===== src/rtl/bitty_exec_core.sv =====
// bitty execution core: multi-cycle FETCH/EXEC|MEM/WB datapath over a
// NUM_REGS x DATA_W register file, fed by a valid/ready op port.
module bitty_exec_core #(
    parameter  int DATA_W      = 16,
    parameter  int NUM_REGS    = 8,
    parameter  int ADDR_W      = 8,
    parameter  int MEM_TIMEOUT = 0,
    localparam int RB          = $clog2(NUM_REGS)
) (
    input  logic              clk,
    input  logic              reset,
    input  logic              op_valid,
    output logic              op_ready,
    input  logic [3:0]        op_code,
    input  logic [RB-1:0]     op_rx,
    input  logic [RB-1:0]     op_ry,
    input  logic              op_imm_en,
    input  logic [DATA_W-1:0] op_imm,
    output logic              done,
    output logic              err,
    output logic [DATA_W-1:0] result,
    output logic              mem_req,
    output logic              mem_we,
    output logic [ADDR_W-1:0] mem_addr,
    output logic [DATA_W-1:0] mem_wdata,
    input  logic [DATA_W-1:0] mem_rdata,
    input  logic              mem_ack,
    input  logic [RB-1:0]     dbg_sel,
    output logic [DATA_W-1:0] dbg_data
);
    localparam int SW = $clog2(DATA_W);
    localparam int TW = $clog2(MEM_TIMEOUT + 2);

    localparam logic [3:0] OP_ADD = 4'd0, OP_SUB = 4'd1, OP_AND = 4'd2, OP_OR  = 4'd3,
                           OP_XOR = 4'd4, OP_SHL = 4'd5, OP_SHR = 4'd6, OP_CMP = 4'd7,
                           OP_LD  = 4'd8, OP_ST  = 4'd9, OP_MOV = 4'd10;

    typedef enum logic [2:0] {S_IDLE, S_FETCH, S_EXEC, S_MEM, S_WB} state_t;

    state_t                           r_state, w_next;
    logic [NUM_REGS-1:0][DATA_W-1:0]  r_regs;
    logic [DATA_W-1:0]                r_s, r_b, r_c, r_result, r_imm, w_alu;
    logic [3:0]                       r_code;
    logic [RB-1:0]                    r_rx, r_ry;
    logic                             r_imm_en, r_abort;
    logic [TW-1:0]                    r_tmo;
    logic [TW:0]                      w_tmo_cnt;
    logic                             w_tmo_hit, w_is_alu, w_is_mem, w_wr;

    assign w_is_alu  = (r_code <= OP_CMP) || (r_code == OP_MOV);
    assign w_is_mem  = (r_code == OP_LD) || (r_code == OP_ST);
    assign w_wr      = w_is_alu || (r_code == OP_LD);
    // MEM cycles seen so far including the current one
    assign w_tmo_cnt = {1'b0, r_tmo} + (TW+1)'(1);
    assign w_tmo_hit = (MEM_TIMEOUT != 0) && (w_tmo_cnt == (TW+1)'(MEM_TIMEOUT));

    always_comb begin
        w_alu = r_c;
        case (r_code)
            OP_ADD:  w_alu = r_s + r_b;
            OP_SUB:  w_alu = r_s - r_b;
            OP_AND:  w_alu = r_s & r_b;
            OP_OR:   w_alu = r_s | r_b;
            OP_XOR:  w_alu = r_s ^ r_b;
            OP_SHL:  w_alu = r_s << r_b[SW-1:0];
            OP_SHR:  w_alu = r_s >> r_b[SW-1:0];
            OP_CMP:  w_alu = (r_s == r_b) ? '0 : ((r_s > r_b) ? DATA_W'(1) : DATA_W'(2));
            OP_MOV:  w_alu = r_b;
            default: w_alu = r_c;
        endcase
    end

    always_ff @(posedge clk) begin
        if (reset) r_state <= S_IDLE;
        else       r_state <= w_next;
    end

    always_comb begin
        w_next   = r_state;
        op_ready = 1'b0;
        done     = 1'b0;
        mem_req  = 1'b0;
        case (r_state)
            S_IDLE:  begin
                op_ready = 1'b1;
                if (op_valid) w_next = S_FETCH;
            end
            S_FETCH: w_next = w_is_mem ? S_MEM : S_EXEC;
            S_EXEC:  w_next = S_WB;
            S_MEM:   begin
                mem_req = 1'b1;
                if (mem_ack || w_tmo_hit) w_next = S_WB;
            end
            S_WB:    begin
                done   = 1'b1;
                w_next = S_IDLE;
            end
            default: w_next = S_IDLE;
        endcase
    end

    assign err       = done & r_abort;
    assign mem_we    = mem_req & (r_code == OP_ST);
    assign mem_addr  = r_b[ADDR_W-1:0];
    assign mem_wdata = r_s;
    // result tracks C during the done cycle and holds it afterwards
    assign result    = done ? r_c : r_result;
    assign dbg_data  = r_regs[dbg_sel];

    always_ff @(posedge clk) begin
        if (reset) begin
            r_regs   <= '0;
            r_s      <= '0;
            r_b      <= '0;
            r_c      <= '0;
            r_result <= '0;
            r_code   <= '0;
            r_rx     <= '0;
            r_ry     <= '0;
            r_imm_en <= 1'b0;
            r_imm    <= '0;
            r_tmo    <= '0;
            r_abort  <= 1'b0;
        end else begin
            case (r_state)
                S_IDLE:  if (op_valid) begin
                    r_code   <= op_code;
                    r_rx     <= op_rx;
                    r_ry     <= op_ry;
                    r_imm_en <= op_imm_en;
                    r_imm    <= op_imm;
                    r_tmo    <= '0;
                    r_abort  <= 1'b0;
                end
                S_FETCH: begin
                    r_s <= r_regs[r_rx];
                    r_b <= r_imm_en ? r_imm : r_regs[r_ry];
                end
                S_EXEC:  r_c <= w_alu;
                S_MEM:   begin
                    if (mem_ack) begin
                        if (r_code == OP_LD) r_c <= mem_rdata;
                    end else if (w_tmo_hit) begin
                        r_abort <= 1'b1;
                    end else begin
                        r_tmo <= w_tmo_cnt[TW-1:0];
                    end
                end
                S_WB:    begin
                    r_result <= r_c;
                    if (w_wr && !r_abort) r_regs[r_rx] <= r_c;
                end
                default: ;
            endcase
        end
    end
endmodule


===== config.mk =====
export PLATFORM = sky130hd
export DESIGN_NAME = bitty_exec_core
export DESIGN_NICKNAME = d
export VERILOG_FILES = /design/src/rtl/bitty_exec_core.sv
export SDC_FILE = /design/constraint.sdc
export NUM_CORES = 1
export LEC_CHECK = 0
export ABC_AREA = 1
export CORE_ASPECT_RATIO = 0.8
export CORE_MARGIN = 5
export CORE_UTILIZATION = 55
export CTS_BUF_LIST = sky130_fd_sc_hd__clkbuf_16
export CTS_CLUSTER_DIAMETER = 200
export CTS_CLUSTER_SIZE = 28
export DETAILED_ROUTE_END_ITERATION = 8
export PLACE_DENSITY = 0.82
export SETUP_SLACK_MARGIN = 0.1
export SLEW_MARGIN = 20
export SYNTH_ARGS = -nofsm -noshare
export SYNTH_HDL_FRONTEND = slang
export SYNTH_SLANG_ARGS = --single-unit

===== constraint.sdc =====
create_clock -name clk -period 4.07 [get_ports clk]
set_input_delay 0.814 -clock clk [delete_from_list [all_inputs] [get_ports clk]]
set_output_delay 0.814 -clock clk [all_outputs]
set_load 0.02 [all_outputs]

=== Yosys cells after proc, flatten, opt, wreduce, memory -nomap -nowiden ===
Cells that the tools add are included.

* Register bits after elaboration: 222

* Add/sub/neg operators: 2
* Magnitude comparators: 6
* Equality and inequality tests: 19
* Shift operators: 2
* Muxes and demuxes: 24
* Bitwise gates (word level): 4
* Reductions and logical operators: 11

{| class="wikitable"
|+ Operators by type and width
! kind !! count
|-
| $bmux W16 S3 || 3
|-
| $pmux W16 S9 || 1
|-
| $bwmux W128 || 1
|-
| $mux W16 || 8
|-
| $demux W16 S3 || 1
|-
| $pmux W16 S2 || 1
|-
| $add A16 B16 Y16 || 1
|-
| $and A16 B16 Y16 || 1
|-
| $eq A16 B16 Y1 || 1
|-
| $eq A4 B3 Y1 const B || 4
|-
| $gt A16 B16 Y1 || 1
|-
| $or A16 B16 Y16 || 1
|-
| $shl A16 B4 Y16 || 1
|-
| $shr A16 B4 Y16 || 1
|-
| $sub A16 B16 Y16 || 1
|-
| $xor A16 B16 Y16 || 1
|-
| $eq A4 B4 Y1 const B || 3
|-
| $lt A3 B4 Y1 const B || 3
|-
| $pmux W3 S4 || 1
|-
| $ne A10 B2 Y1 const B || 1
|-
| $eq A4 B2 Y1 const B || 2
|-
| $eq A3 B2 Y1 const B || 2
|-
| $mux W3 || 2
|-
| $ne A2 B2 Y1 const B || 3
|-
| other kinds (15) || 23
|}

=== Longest topological paths before layout ===
Gate-level depths: netlist (run 1).

* Word-level depth: 5
* Depth in mapped cells: 17
* Gate-level depth less buffers: 16

=== Worst setup path after synthesis (run 1) ===
No wires, ideal clock.

* Kind: input to output
* From: in dbg_sel[1]
* To: out dbg_data[10]
* Arrival: 2.131 ns
* Required time: 3.256 ns
* Slack: 1.125 ns
* Stages: 6
* Cells stage by stage: clkbuf_1 > inv_1 > clkbuf_1 > clkbuf_1 > a221oi_1 > a31oi_1

* Cells in the longest elaborated chain, start to end: 2

{| class="wikitable"
|+ Ends and longest elaborated chain
! item !! line !! source
|-
| start, declared || 28 || <nowiki>input logic [RB-1:0] dbg_sel,</nowiki>
|-
| $bmux W16 S3 || 108 || <nowiki>assign dbg_data = r_regs[dbg_sel];</nowiki>
|-
| $mux W16 (implied by the code) || 108 ||
|-
| end, declared || 29 || <nowiki>output logic [DATA_W-1:0] dbg_data</nowiki>
|}

Every way passes these cells. The select of a mux whose other input is x is not followed.

=== Worst setup path in the final report (run 1) ===
* From: in dbg_sel[1]
* To: out dbg_data[2]

Same word-level chain as after synthesis.

==> impl_metrics.yaml, run 1 <==
synthesis:
  synth_edf_count: 0
  async_flop_share: 0
  ys_warn_count: 0
  ys_top_cells_by_area: "dfxtp_1, a21oi_1, nand2_1"
  synthFlopType: "dfxtp_1"
  ys_ff_latch: 222
  synthCells: 2424
  synth_top_area_frac: 0.292
  avgSynthCellArea_um2: 6.28
  synth_nets: 2525
  synth_cell_types: 48
  syn_area_mm2: 0.0152
  ys_seq_area_frac: 0.292
  yosysTopAreaCell: "dfxtp_1"
global_routing:
  overflow: 0
  grtUsageTotal: 0.397
  antenna_found_initial: 0
  grt_start_max_net_pins: 88
  grt_first_pass_wirelength_mm: 97.5
  grt_pass1_vias: 15700
sta:
  fmax_mhz: 267
  rsz0062_at_grt: "no"
  finalCritPeriodShare: 0.920
  fin_tns_setup_ps: 0
  tightest_slew_ps: 1130
  hold_violations: 0
  hold_ws_ps: 491
  slew_violations: 0
  finalSetupViolCount: 0
  relSlewSlack: 0.244
  fin_skew_ps: 18.3
  period_needed_ps: 3750
setup_path:
  critPathLaunch: "dbg_sel[1]"
  required_ps: 3260
  endpoint_kind: "output port"
  crit_fanout: 27
  critPathBufInv: 5
  r2r-start: "r_b[0]"
  crit_family: "buffers and inverters"
  slowest_delay_ps: 620
  path_cells: "clkdlybuf4s50_1, inv_1, buf_12, buf_4, a21oi_1, o21ai_0, a31oi_1, clkdlybuf4s50_1"
  start_kind: "primary input"
  path_class: "primary input to output port"
  critPathArrivalTime_ps: 2930
  cp_common_cell: "clkdlybuf4s50_1"
  cpMaxStageDelayCell: "clkdlybuf4s50_1"
layout:
  fin_nets: 2541
  drive_gt1_frac: 0.0599
  fillers: 2610
  area_growth_pct: 10.6
  layout_common_cells: "nand2_1, a21oi_1, o21ai_0"
  antenna_cells: 0
  layout_commonest_cell: "nand2_1"
routing:
  dr_total_vias: 18000
  drc_errors: 0
  wl_mm: 65.7
  drtIter0Drc: 3075
  firstDrtPassIters: 9
  routed_via_density: 6.43
  post_drt_wl_per_cell_um: 23.4
  antenna_left: 0
placement:
  dp_hpwl_mm: 48.5
  port_buffers: 109
  place_congestion: 1.04
clock_network:
  cts.clk_slew.worst_paths_ps: 110
  cts_buffers: 11
  htree_num_levels: 1
  cts-root-buf: "clkbuf_16"
  clockBufferDepth: 3
  clk_latency_ps: 480
  hold_buffers: 0
  cts_tree: "done"
  post_cts_buffers: 0
  cts_resized: 0
  clock_sinks: 222
die:
  initial_core_util: 0.558
  core_mm2: 0.0273
  std_cell_rows: 54
  dieArea_mm2: 0.0311
  chipHeight_um: 159
  die_w_um: 196
  ios: 111
power:
  ir_drop_v: 0.000268
  leakage_nw: 6.80
  p_per_area_mw_per_mm2: 425
min_path:
  hp-class: "flop to flop"
  hp-start: "r_imm[14]"
run:
  maxCapViolCount: 0
run_status:
  status: "completed"
==> tightest hold or removal path: cells and delay by family (launching register included) <==
family / cells / cell delay (ps)
AND/OR/NAND/NOR: 1 / 60
flip-flops: 1 / 330
AO/OA/AOI/OAI: 1 / 60
==> sequential cells by signal, indices dropped and copies added, names as in the netlist <==
signal and cells:
r_b 16, r_code 4, r_result 16, mem_wdata 16, r_regs 128, r_c 16
r_state 3, r_imm 16, r_imm_en 1, r_ry 3, r_rx 3
==> layout make-up <==
type / instances / area (µm²) / area share
clock inverters: 1 / 3.75 / 0.000223
inverters: 274 / 1030 / 0.0612
multi-input cells: 1751 / 8970 / 0.532
clock buffers: 11 / 275 / 0.0163
flip-flops and latches: 222 / 4450 / 0.264
well taps: 364 / 455 / 0.0270
repair buffers: 180 / 1660 / 0.0988
==> report_power, final <==
part	total [W]	switching, W	internal, W
registers	0.00254	0.000240	0.00230
clock network	0.00121	0.000718	0.000494
logic	0.00340	0.00237	0.00103
==> final timing paths <==
check,cells after the start,endpoint,slack (ps)
setup / recovery,8,dbg_data[2],320
hold / removal,2,r_imm[14],490
setup reg to reg,12,r_c[14],760
hold reg to reg,2,r_imm[14],490
==> cells by family (layout without fill, tap and decap cells) <==
group	count (synthesis)	count (layout)	synth area share
buffers and inverters	451	466	0.120
DFF	222	222	0.292
AOI/OAI and AO/OA	814	814	0.294
xor gates and xnor gates	2	2	0.00115
adders and majority gates	51	51	0.0429
other	1	1	0.000246
and+or+nand+nor	883	883	0.250
==> metal layers <==
metal / wire [µm] / global-route usage / vias to the layer above
met1: 27400 / 0.610 / 8144
met4: 2360 / 0.106 / 0
met2: 24500 / 0.522 / 1491
met3: 11400 / 0.133 / 184
met5: 0 / 0 / -
li1: - / - / 8199
==> cells in the mapped netlist, types with 7 or more instances <==
cell type / instances
dfxtp_1: 222
or2_2: 20
a211oi_1: 9
a21oi_1: 354
nand3_1: 196
clkbuf_1: 112
a31oi_1: 18
a221oi_1: 43
inv_1: 256
o311ai_0: 7
a41oi_1: 14
o22ai_1: 19
inv_2: 13
nand2_2: 7
o211ai_1: 22
buf_4: 15
buf_2: 38
buf_1: 9
nand2_1: 470
o21ai_0: 313
ha_1: 49
nand4_1: 17
nor2_1: 142
==> per-stage QoR <==
stage	setup WS [ps]	cell area (µm²)	util	total power, W	instances
detailed placement	353	16600	0.607	0.00579	2791
finish	324	16800	0.617	0.00716	2803
floorplan	1120	15200	-	0.00457	2424
global route	187	16800	0.617	0.00744	2803
CTS	346	16800	0.617	0.00695	2803
global placement	383	16600	0.607	0.00577	2791
No activity file was read; power rests on OpenSTA's default activity.
==> inputs of run 2 (changes only) <==
SETUP_SLACK_MARGIN = 0.15   (was 0.1)
==> results of run 2 <==
Same layout as run 1: the final DEF is identical, and so are final timing and power.
